--- src/rtl/dpll_pkg.sv ---
// Shared DPLL types and constants: PFD state encoding, default error width,
// and the signed saturation magnitude helper.
package dpll_pkg;

  localparam int unsigned ERR_W_DEF = 12;

  typedef enum logic [1:0] {
    IDLE,
    LEAD,
    LAG
  } pfd_state_t;

  function automatic int unsigned sat_max(input int unsigned width);
    return (32'd1 << (width - 1)) - 32'd1;
  endfunction

endpackage

--- src/rtl/phase_freq_detector_edge_sync.sv ---
// Input synchronizer chain plus history flop; rise is a one-cycle pulse
// on each rising edge of the synchronized input.
module edge_sync #(
  parameter int unsigned SYNC_STAGES = 2
) (
  input  logic clk,
  input  logic reset,
  input  logic din,
  output logic rise
);

  logic [SYNC_STAGES-1:0] sync_q;
  logic                   hist_q;

  always_ff @(posedge clk or negedge reset) begin
    if (!reset) begin
      sync_q <= '0;
      hist_q <= 1'b0;
    end else begin
      sync_q <= {sync_q[SYNC_STAGES-2:0], din};
      hist_q <= sync_q[SYNC_STAGES-1];
    end
  end

  assign rise = sync_q[SYNC_STAGES-1] & ~hist_q;

endmodule

--- src/rtl/phase_freq_detector.sv ---
// Phase/frequency detector: up/dn pulses and signed per-comparison error in clk cycles.
// Optional lock detector built only when PFD_LOCK_DETECT_EN is defined.
module phase_freq_detector
  import dpll_pkg::*;
#(
  parameter int unsigned ERR_W       = ERR_W_DEF,
  parameter int unsigned SYNC_STAGES = 2,
  parameter int unsigned LOCK_TOL    = 2,
  parameter int unsigned LOCK_CNT    = 8
) (
  input  logic                    clk,
  input  logic                    reset,
  input  logic                    enable,
  input  logic                    ref_in,
  input  logic                    fb_in,
  output logic                    up,
  output logic                    dn,
  output logic signed [ERR_W-1:0] err,
  output logic                    err_valid,
  output logic                    locked
);

  localparam int unsigned            SAT     = sat_max(ERR_W);
  localparam logic [ERR_W-2:0]        CNT_MAX = SAT[ERR_W-2:0];
  localparam logic [ERR_W-2:0]        CNT_ONE = {{(ERR_W-2){1'b0}}, 1'b1};
  localparam logic signed [ERR_W-1:0] ERR_MAX = {1'b0, CNT_MAX};
  localparam logic signed [ERR_W-1:0] ERR_MIN = -ERR_MAX;

  if (SYNC_STAGES < 2 || LOCK_CNT < 1 || LOCK_TOL > SAT) begin : g_bad_cfg
    $error("phase_freq_detector: invalid parameter set");
  end

  logic ref_rise, fb_rise;

  edge_sync #(.SYNC_STAGES(SYNC_STAGES)) u_ref_sync (
    .clk(clk), .reset(reset), .din(ref_in), .rise(ref_rise)
  );

  edge_sync #(.SYNC_STAGES(SYNC_STAGES)) u_fb_sync (
    .clk(clk), .reset(reset), .din(fb_in), .rise(fb_rise)
  );

  pfd_state_t                state;
  logic [ERR_W-2:0]          cnt;
  logic [ERR_W-2:0]          cnt_inc;
  logic signed [ERR_W-1:0]   cnt_pos;

  assign cnt_inc = (cnt == CNT_MAX) ? cnt : cnt + 1'b1;
  assign cnt_pos = $signed({1'b0, cnt});

  always_ff @(posedge clk or negedge reset) begin
    if (!reset) begin
      state     <= IDLE;
      cnt       <= '0;
      up        <= 1'b0;
      dn        <= 1'b0;
      err       <= '0;
      err_valid <= 1'b0;
    end else begin
      err_valid <= 1'b0;
      if (!enable) begin
        state <= IDLE;
        cnt   <= '0;
        up    <= 1'b0;
        dn    <= 1'b0;
      end else begin
        case (state)
          IDLE: begin
            if (ref_rise && fb_rise) begin
              err       <= '0;
              err_valid <= 1'b1;
            end else if (ref_rise) begin
              state <= LEAD;
              cnt   <= CNT_ONE;
              up    <= 1'b1;
            end else if (fb_rise) begin
              state <= LAG;
              cnt   <= CNT_ONE;
              dn    <= 1'b1;
            end
          end
          LEAD: begin
            // A coincident pair closes this comparison and opens the next one.
            if (fb_rise) begin
              err       <= cnt_pos;
              err_valid <= 1'b1;
              if (ref_rise) begin
                cnt <= CNT_ONE;
              end else begin
                state <= IDLE;
                cnt   <= '0;
                up    <= 1'b0;
              end
            end else if (ref_rise) begin
              err       <= ERR_MAX;
              err_valid <= 1'b1;
              cnt       <= CNT_ONE;
            end else begin
              cnt <= cnt_inc;
            end
          end
          LAG: begin
            if (ref_rise) begin
              err       <= -cnt_pos;
              err_valid <= 1'b1;
              if (fb_rise) begin
                cnt <= CNT_ONE;
              end else begin
                state <= IDLE;
                cnt   <= '0;
                dn    <= 1'b0;
              end
            end else if (fb_rise) begin
              err       <= ERR_MIN;
              err_valid <= 1'b1;
              cnt       <= CNT_ONE;
            end else begin
              cnt <= cnt_inc;
            end
          end
          default: begin
            state <= IDLE;
            cnt   <= '0;
            up    <= 1'b0;
            dn    <= 1'b0;
          end
        endcase
      end
    end
  end

`ifdef PFD_LOCK_DETECT_EN
  localparam int unsigned      LCW    = $clog2(LOCK_CNT + 1);
  localparam logic [LCW-1:0]   LIM    = LOCK_CNT[LCW-1:0];
  localparam logic [LCW-1:0]   LIM_M1 = LIM - 1'b1;
  localparam logic [ERR_W-1:0] TOL    = LOCK_TOL[ERR_W-1:0];

  logic [LCW-1:0]   lock_cnt;
  logic [ERR_W-1:0] err_abs;

  // err never reaches the most negative code, so negation cannot overflow.
  assign err_abs = err[ERR_W-1] ? -err : err;

  always_ff @(posedge clk or negedge reset) begin
    if (!reset) begin
      lock_cnt <= '0;
      locked   <= 1'b0;
    end else if (!enable) begin
      lock_cnt <= '0;
      locked   <= 1'b0;
    end else if (err_valid) begin
      if (err_abs <= TOL) begin
        if (lock_cnt != LIM) lock_cnt <= lock_cnt + 1'b1;
        if (lock_cnt >= LIM_M1) locked <= 1'b1;
      end else begin
        lock_cnt <= '0;
        locked   <= 1'b0;
      end
    end
  end
`else
  assign locked = 1'b0;
`endif

endmodule
--- config.mk ---
export PLATFORM = sky130hd
export DESIGN_NAME = phase_freq_detector
export DESIGN_NICKNAME = d
export VERILOG_FILES = /design/src/rtl/dpll_pkg.sv /design/src/rtl/phase_freq_detector_edge_sync.sv /design/src/rtl/phase_freq_detector.sv
export SDC_FILE = /design/constraint.sdc
export NUM_CORES = 1
export LEC_CHECK = 0
export ABC_AREA = 1
export CORE_ASPECT_RATIO = 0.75
export CORE_MARGIN = 1
export CORE_UTILIZATION = 57
export CTS_CLUSTER_SIZE = 14
export DETAILED_ROUTE_END_ITERATION = 12
export PLACE_DENSITY_LB_ADDON = 0.08
export SYNTH_ARGS = -nofsm -noshare
export SYNTH_HDL_FRONTEND = slang
export SYNTH_SLANG_ARGS = --single-unit
export TNS_END_PERCENT = 10
--- constraint.sdc ---
create_clock -name clk -period 1.9 [get_ports clk]
set_clock_uncertainty 0.05 [all_clocks]
set_input_delay 0.19 -clock clk [delete_from_list [all_inputs] [get_ports clk]]
set_output_delay 0.19 -clock clk [all_outputs]
set_load 0.02 [all_outputs]
# ---- Word-level counts from Yosys, hierarchy flattened
# Index checks and enable logic that the tools add are counted.
dict set report totals {
  register_bits 34
  in_bits 5
  word_cells 88
}
dict set report op_classes {
  add_sub_neg 2
  eq_ne 17
  mux 47
  n_bitwise 4
  reduce_logical 8
}
# operator count
set op_table {}
lappend op_table {{11-bit 2-to-1 mux} 9}
lappend op_table {{12-bit 2-to-1 mux} 5}
lappend op_table {{12-bit one-hot mux with 3 select lines} 1}
lappend op_table {{11-bit one-hot mux with 3 select lines} 1}
lappend op_table {{3-bit inequality test, second input constant} 10}
lappend op_table {{1-bit 2-to-1 mux} 19}
lappend op_table {{2-bit 2-to-1 mux} 8}
lappend op_table {{11-bit negation with 12-bit output} 1}
lappend op_table {{6-bit AND reduction} 2}
lappend op_table {{11-bit by 1-bit adder with 11-bit output, second input constant} 1}
lappend op_table {{11-bit == test, second input constant} 1}
lappend op_table {{5-bit AND reduction} 2}
lappend op_table {{1-bit one-hot mux with 3 select lines} 3}
lappend op_table {{2-bit inequality test, second input constant} 3}
lappend op_table {{2-bit one-hot mux with 3 select lines} 1}
lappend op_table {{4-bit inequality test, second input constant} 1}
lappend op_table {{3-bit nonzero test} 1}
lappend op_table {{1-bit AND} 2}
lappend op_table {{2-bit by 1-bit == test with 1-bit output, second input constant} 1}
lappend op_table {{2-bit == test, second input constant} 1}
lappend op_table {{2-bit zero test} 1}
lappend op_table {{1-bit NOT} 2}
lappend op_table {{2-bit AND reduction} 1}
lappend op_table {{1-bit logical AND} 1}

# ---- Logic depth before layout (Yosys ltp)
dict set report depth {
  word_depth 7
  depth_mapped 10
  depth_no_buf 10
}

# ---- By module
# Synthesis repeated with hierarchy kept, for this count alone.
dict set report hier_totals {
  cells_unflattened 288
  area_unflattened_um2 2123.3
}
# mod n_inst cells_per_inst area_per_inst_um2
set by_module_without_submodules {}
lappend by_module_without_submodules {phase_freq_detector 1 278 1953.1}
lappend by_module_without_submodules {edge_sync 2 5 85.1}

# ---- Worst setup path after synthesis
# No wires, ideal clock.
dict set report synth_path {
  path_kind {reg-to-reg}
  from {register state[0]}
  to {register err[11]}
  setup_ns 0.124
  arrival_time_ns 1.299
  required_ns 1.726
  slack_ns 0.427
  path_stages_with_launch 8
  n_path_buf 1
  synth_period_minus_slack_ns 1.473
  path_cell_list {dfrtp_1 -> inv_1 -> ha_1 -> o21ai_2 -> nand2_2 -> buf_6 -> nand2_1 -> nand2_1}
}
dict set report synth_via {
  elab_chain_cells 3
}
# element line_no
set synth_lines {}
lappend synth_lines {{from (decl)} phase_freq_detector.sv:43} ;# pfd_state_t state;
lappend synth_lines {{from (signal assigned)} phase_freq_detector.sv:53} ;# state <= IDLE;
lappend synth_lines {{from (signal assigned)} phase_freq_detector.sv:62} ;# state <= IDLE;
lappend synth_lines {{from (signal assigned)} phase_freq_detector.sv:73} ;# state <= LEAD;
lappend synth_lines {{2-bit by 1-bit == test with 1-bit output (tied with other cells)} phase_freq_detector.sv:67} ;# case (state)
lappend synth_lines {{3-bit inequality test (no source line) (tied with other cells)} n/a}
lappend synth_lines {{5-bit AND reduction (no source line)} n/a}
lappend synth_lines {{to (signal assigned)} phase_freq_detector.sv:85} ;# err <= cnt_pos;
lappend synth_lines {{to (signal assigned)} phase_freq_detector.sv:104} ;# err <= -cnt_pos;
lappend synth_lines {{to (decl)} phase_freq_detector.sv:18} ;# output logic signed [ERR_W-1:0] err,
# Parallel ways exist; a longest one is shown, timed or not.
# A chain may end at the register's enable or synchronous reset.

# ---- Worst setup path after layout
dict set report layout_path {
  from {register state[0]}
  to {register cnt[3]}
}
dict set report layout_via {
  elab_chain_cells 3
}
# element line_no
set layout_lines {}
lappend layout_lines {{2-bit == test (tied with other cells)} phase_freq_detector.sv:67}
lappend layout_lines {{11-bit one-hot mux with 3 select lines (tied with other cells)} phase_freq_detector.sv:67}
lappend layout_lines {{11-bit 2-to-1 mux or 2-bit AND reduction (tied branches)} n/a}
lappend layout_lines {{to (signal assigned)} phase_freq_detector.sv:99} ;# cnt <= cnt_inc;
lappend layout_lines {{to (signal assigned)} phase_freq_detector.sv:118} ;# cnt <= cnt_inc;
lappend layout_lines {{to (decl)} phase_freq_detector.sv:44} ;# logic [ERR_W-2:0] cnt;
# Parallel ways exist; a longest one is shown, timed or not.

==> flow_summary.html <==
<table>
<tr><th>Metric</th><th>Value</th></tr>
<tr><th colspan="2">Yosys</th></tr>
<tr><td>Post-synthesis async set-or-reset flop share</td><td>100%</td></tr>
<tr><td>Register bit total from synthesis</td><td>34</td></tr>
<tr><td>Synth warn</td><td>0</td></tr>
<tr><td>Synthesized-area fraction occupied by adder cells</td><td>3.54%</td></tr>
<tr><td>Fraction of the yosys area taken by sequential cells</td><td>40.1%</td></tr>
<tr><td>Cell area after synthesis</td><td>2120 sq um</td></tr>
<tr><td>Largest family of logic cells by synthesized area</td><td>simple AND/OR/NAND/NOR gates</td></tr>
<tr><td>Cell count after synthesis</td><td>286</td></tr>
<tr><td>Synthesized area per cell</td><td>7.42 sq um</td></tr>
<tr><td>Count of cell types in the netlist</td><td>30</td></tr>
<tr><td>Post-synthesis compound-gate area fraction</td><td>12.1%</td></tr>
<tr><td>Share of synthesized area spent on multiplexers</td><td>0%</td></tr>
<tr><td>Number of flops mapped to enable cells by yosys</td><td>0</td></tr>
<tr><td>Post-synthesis simple-gate area fraction</td><td>34.3%</td></tr>
<tr><td>Post-Synthesis Net Count</td><td>297</td></tr>
<tr><td>Top flip-flop cell by instance count after synthesis</td><td>dfrtp_1</td></tr>
<tr><td>Xor-xnor portion of the synthesized cell area</td><td>1.65%</td></tr>
<tr><th colspan="2">Drt</th></tr>
<tr><td>Routed vias/inst</td><td>5.14</td></tr>
<tr><td>DR DRC count</td><td>0</td></tr>
<tr><td>Total wire length</td><td>4.46 mm</td></tr>
<tr><td>Final antenna-violating net count</td><td>0</td></tr>
<tr><td>Count of TritonRoute iterations in the first routing pass</td><td>4</td></tr>
<tr><td>Wire length per cell after detailed routing</td><td>12.3 um</td></tr>
<tr><td>Violation count after the first detailed-route iteration</td><td>86</td></tr>
<tr><td>DR vias</td><td>1,866</td></tr>
<tr><th colspan="2">Finish</th></tr>
<tr><td>Antenna diode count</td><td>0</td></tr>
<tr><td>Non-Filler Instances</td><td>363</td></tr>
<tr><td>Count of nets after finishing</td><td>323</td></tr>
<tr><td>Area added between synthesis and finish</td><td>16.2%</td></tr>
<tr><td>Ratio of cells with drive above 1 in the final layout</td><td>12.1%</td></tr>
<tr><th colspan="2">Pwr</th></tr>
<tr><td>Power density normalized to cell area</td><td>1090 nW/um^2</td></tr>
<tr><td>Net Sw Frac</td><td>41.0%</td></tr>
<tr><td>Internal</td><td>0.00159 W</td></tr>
<tr><td>Clock network fraction of total power</td><td>20.4%</td></tr>
<tr><td>Reg power frac</td><td>35.0%</td></tr>
<tr><td>Peak supply drop</td><td>0.000725 V</td></tr>
<tr><td>Net switching power figure</td><td>0.00110 W</td></tr>
<tr><td>Share of total power in combinational logic</td><td>44.6%</td></tr>
<tr><td>Post-layout total power</td><td>0.00269 W</td></tr>
<tr><td>Cell leakage power</td><td>1.27 nW</td></tr>
<tr><th colspan="2">Clocking</th></tr>
<tr><td>Number of H-tree levels</td><td>2</td></tr>
<tr><td>Number of clock sinks</td><td>34</td></tr>
<tr><td>Post-CTS setup buffer count</td><td>0</td></tr>
<tr><td>Total CTS buffers</td><td>5</td></tr>
<tr><td>Maximum clock insertion buffer count</td><td>2</td></tr>
<tr><td>Clk Tree Root Cell</td><td>clkbuf_8</td></tr>
<tr><td>Number of buffers added to fix hold violations after cts</td><td>0</td></tr>
<tr><td>Clock tree from TritonCTS</td><td>yes</td></tr>
<tr><td>Number of gates given a new drive strength after cts</td><td>0</td></tr>
<tr><td>Post-CTS clock slew at the launch and capture registers of the worst setup and hold paths</td><td>60 ps</td></tr>
<tr><td>Clock Latency Late Sink</td><td>290 ps</td></tr>
<tr><th colspan="2">GRT</th></tr>
<tr><td>Grt met1 use</td><td>36.0%</td></tr>
<tr><td>GRT Residual Overflow</td><td>0</td></tr>
<tr><td>Via count of the first global-routing pass</td><td>1,619</td></tr>
<tr><td>Met3 usage</td><td>5.89%</td></tr>
<tr><td>Antenna violations before repair</td><td>0</td></tr>
<tr><td>Global-route wire length before repair</td><td>7.39 mm</td></tr>
<tr><td>Busiest layer in global routing</td><td>met2</td></tr>
<tr><td>Met2 routing resource usage after global routing</td><td>39.1%</td></tr>
<tr><td>All-layer global routing usage</td><td>26.0%</td></tr>
<tr><td>Largest net degree at the start of global routing</td><td>35</td></tr>
<tr><th colspan="2">Worst setup path</th></tr>
<tr><td>Startpoint-to-endpoint class of the critical path</td><td>flip-flop to flip-flop</td></tr>
<tr><td>Critical path fanouts, max</td><td>8</td></tr>
<tr><td>R2r setup slk</td><td>160 ps</td></tr>
<tr><td>Critical path endpoint category</td><td>flip-flop</td></tr>
<tr><td>CP arrival</td><td>1850 ps</td></tr>
<tr><td>Required time at the endpoint of the critical path</td><td>2010 ps</td></tr>
<tr><td>Worst Setup Start Kind</td><td>flip-flop</td></tr>
<tr><th colspan="2">Hold path</th></tr>
<tr><td>Class of the tightest hold or removal check</td><td>input port to asynchronous set/reset pin</td></tr>
<tr><th colspan="2">Place</th></tr>
<tr><td>Number of placed cells counting well taps</td><td>354</td></tr>
<tr><td>Post-detailed-placement half-perimeter wirelength</td><td>3.28 mm</td></tr>
<tr><td>Placer congestion estimate</td><td>0.866</td></tr>
<tr><td>PortBufs</td><td>19</td></tr>
<tr><th colspan="2">Floorplanning</th></tr>
<tr><td>Die H</td><td>54.8 um</td></tr>
<tr><td>Starting utilization of the core area</td><td>62.0%</td></tr>
<tr><td>Core Footprint</td><td>3420 sq um</td></tr>
<tr><td>IO Pins</td><td>21</td></tr>
<tr><td>Horizontal die dimension</td><td>72.5 um</td></tr>
<tr><td>Die Outline Area</td><td>3970 sq um</td></tr>
<tr><td>Number of cell rows</td><td>18</td></tr>
<tr><th colspan="2">STA</th></tr>
<tr><td>Max Transition Viols Final</td><td>0</td></tr>
<tr><td>Finish-stage setup viols</td><td>0</td></tr>
<tr><td>Final hold vios</td><td>0</td></tr>
<tr><td>Clock period minus final worst setup slack</td><td>1740 ps</td></tr>
<tr><td>RSZ-0062 raised after global routing</td><td>true</td></tr>
<tr><td>Upper clock frequency limit</td><td>575 MHz</td></tr>
<tr><td>Share of the clock period used by the worst path</td><td>91.6%</td></tr>
<tr><th colspan="2">Run</th></tr>
<tr><td>Total of max-cap violations</td><td>0</td></tr>
<tr><th colspan="2">Status</th></tr>
<tr><td>Result of the run</td><td>finished, final reports clean</td></tr>
</table>
## power groups by stage
stage          Sequential, W  Combinational [W]  Clock, W
3_5_place_dp        0.000956            0.00118         0
3_3_place_gp        0.000951            0.00116         0
2_1_floorplan        0.00103           0.000738         0
4_1_cts             0.000941            0.00119  0.000565
5_1_grt             0.000962            0.00134  0.000590
6_report            0.000943            0.00120  0.000549
## critical path, stage by stage (launching register included)
cell and delay [ps]:
dfrtp_1 420, inv_1 100, ha_1 200, nand2_1 80, inv_1 130, nand2_2 100, nor2_4 140, nor3_4 50
buf_4 170, nand2_1 60, o21ai_0 100
## metrics by stage
step           TNS (ps)  hold WS (ps)  cell area, sq um  setup slack, ps  utilization (%)
5_1_grt           -6.74           287              2470            -6.74             72.0
6_report              0           254              2470              160             72.0
3_3_place_gp          0           283              2370              156             69.2
3_5_place_dp          0           285              2370              120             69.2
2_1_floorplan         0          -156              2120              427                -
4_1_cts               0           266              2460              162             71.8
## flip-flops by register name, indices dropped and copies added (netlist names)
name	count
up	1
u_ref_sync.sync_q	2
u_fb_sync.hist_q	1
dn	1
state	2
cnt	11
err	12
err_valid	1
u_fb_sync.sync_q	2
u_ref_sync.hist_q	1
## cells in the final DEF, fill, tap and decap left out, types with 4 or more instances in the layout
cell type / count
o21ai_0: 33
a21oi_1: 8
inv_2: 5
nand2_1: 97
dfrtp_1: 34
nor2_1: 14
nand2_2: 4
buf_4: 6
clkbuf_8: 6
nand3_1: 18
nor2_2: 4
nand4_1: 4
ha_1: 6
inv_1: 29
clkdlybuf4s50_1: 19
## cell type report
cell class / count / area (sq um)
multi-input combinational: 212 / 1100
fill: 293 / 957
sequential: 34 / 851
timing repair buffer: 25 / 235
inverter: 34 / 128
clock buffer: 7 / 86.3
tap: 50 / 62.6
clock inverter: 1 / 5.00
## final timing paths
kind | to | depth (start not counted) | start
max | cnt[3] | 10 | state[0]
min | state[1] | 2 | reset
max reg2reg | cnt[3] | 10 | state[0]
min reg2reg | u_ref_sync.sync_q[1] | 0 | u_ref_sync.sync_q[0]
max in group asynchronous | cnt[9] | 2 | reset
min in group clk | u_fb_sync.sync_q[0] | 1 | fb_in
## synth_stat cells (2+ instances only)
cell type	instances	area, sq um
nand2_4	3	33.8
a21oi_1	8	40.0
o21ai_0	33	165
buf_4	2	15.0
nor3_2	2	20.0
nor2_2	4	25.0
o211ai_1	3	22.5
nor2_1	14	52.6
xor2_1	3	26.3
nand2_1	97	364
inv_2	5	18.8
nand2_2	4	25.0
nand4_1	4	25.0
buf_6	2	22.5
nand3_1	18	90.1
nor2_4	3	33.8
clkbuf_1	2	7.51
dfrtp_1	34	851
inv_1	29	109
ha_1	6	75.1
## cell families after synthesis
family,count (synthesis)
simple gates,153
compound gates,48
buf+inv,40
flops,34
fa+ha+maj,6
xor+xnor,4
other cells,1
## layer usage
layer	routed length, um	up-vias
met5	0	-
met4	92	0
met3	301	10
met2	1840	58
met1	2230	834
li1	-	964
(Power assumes the default switching activity.)
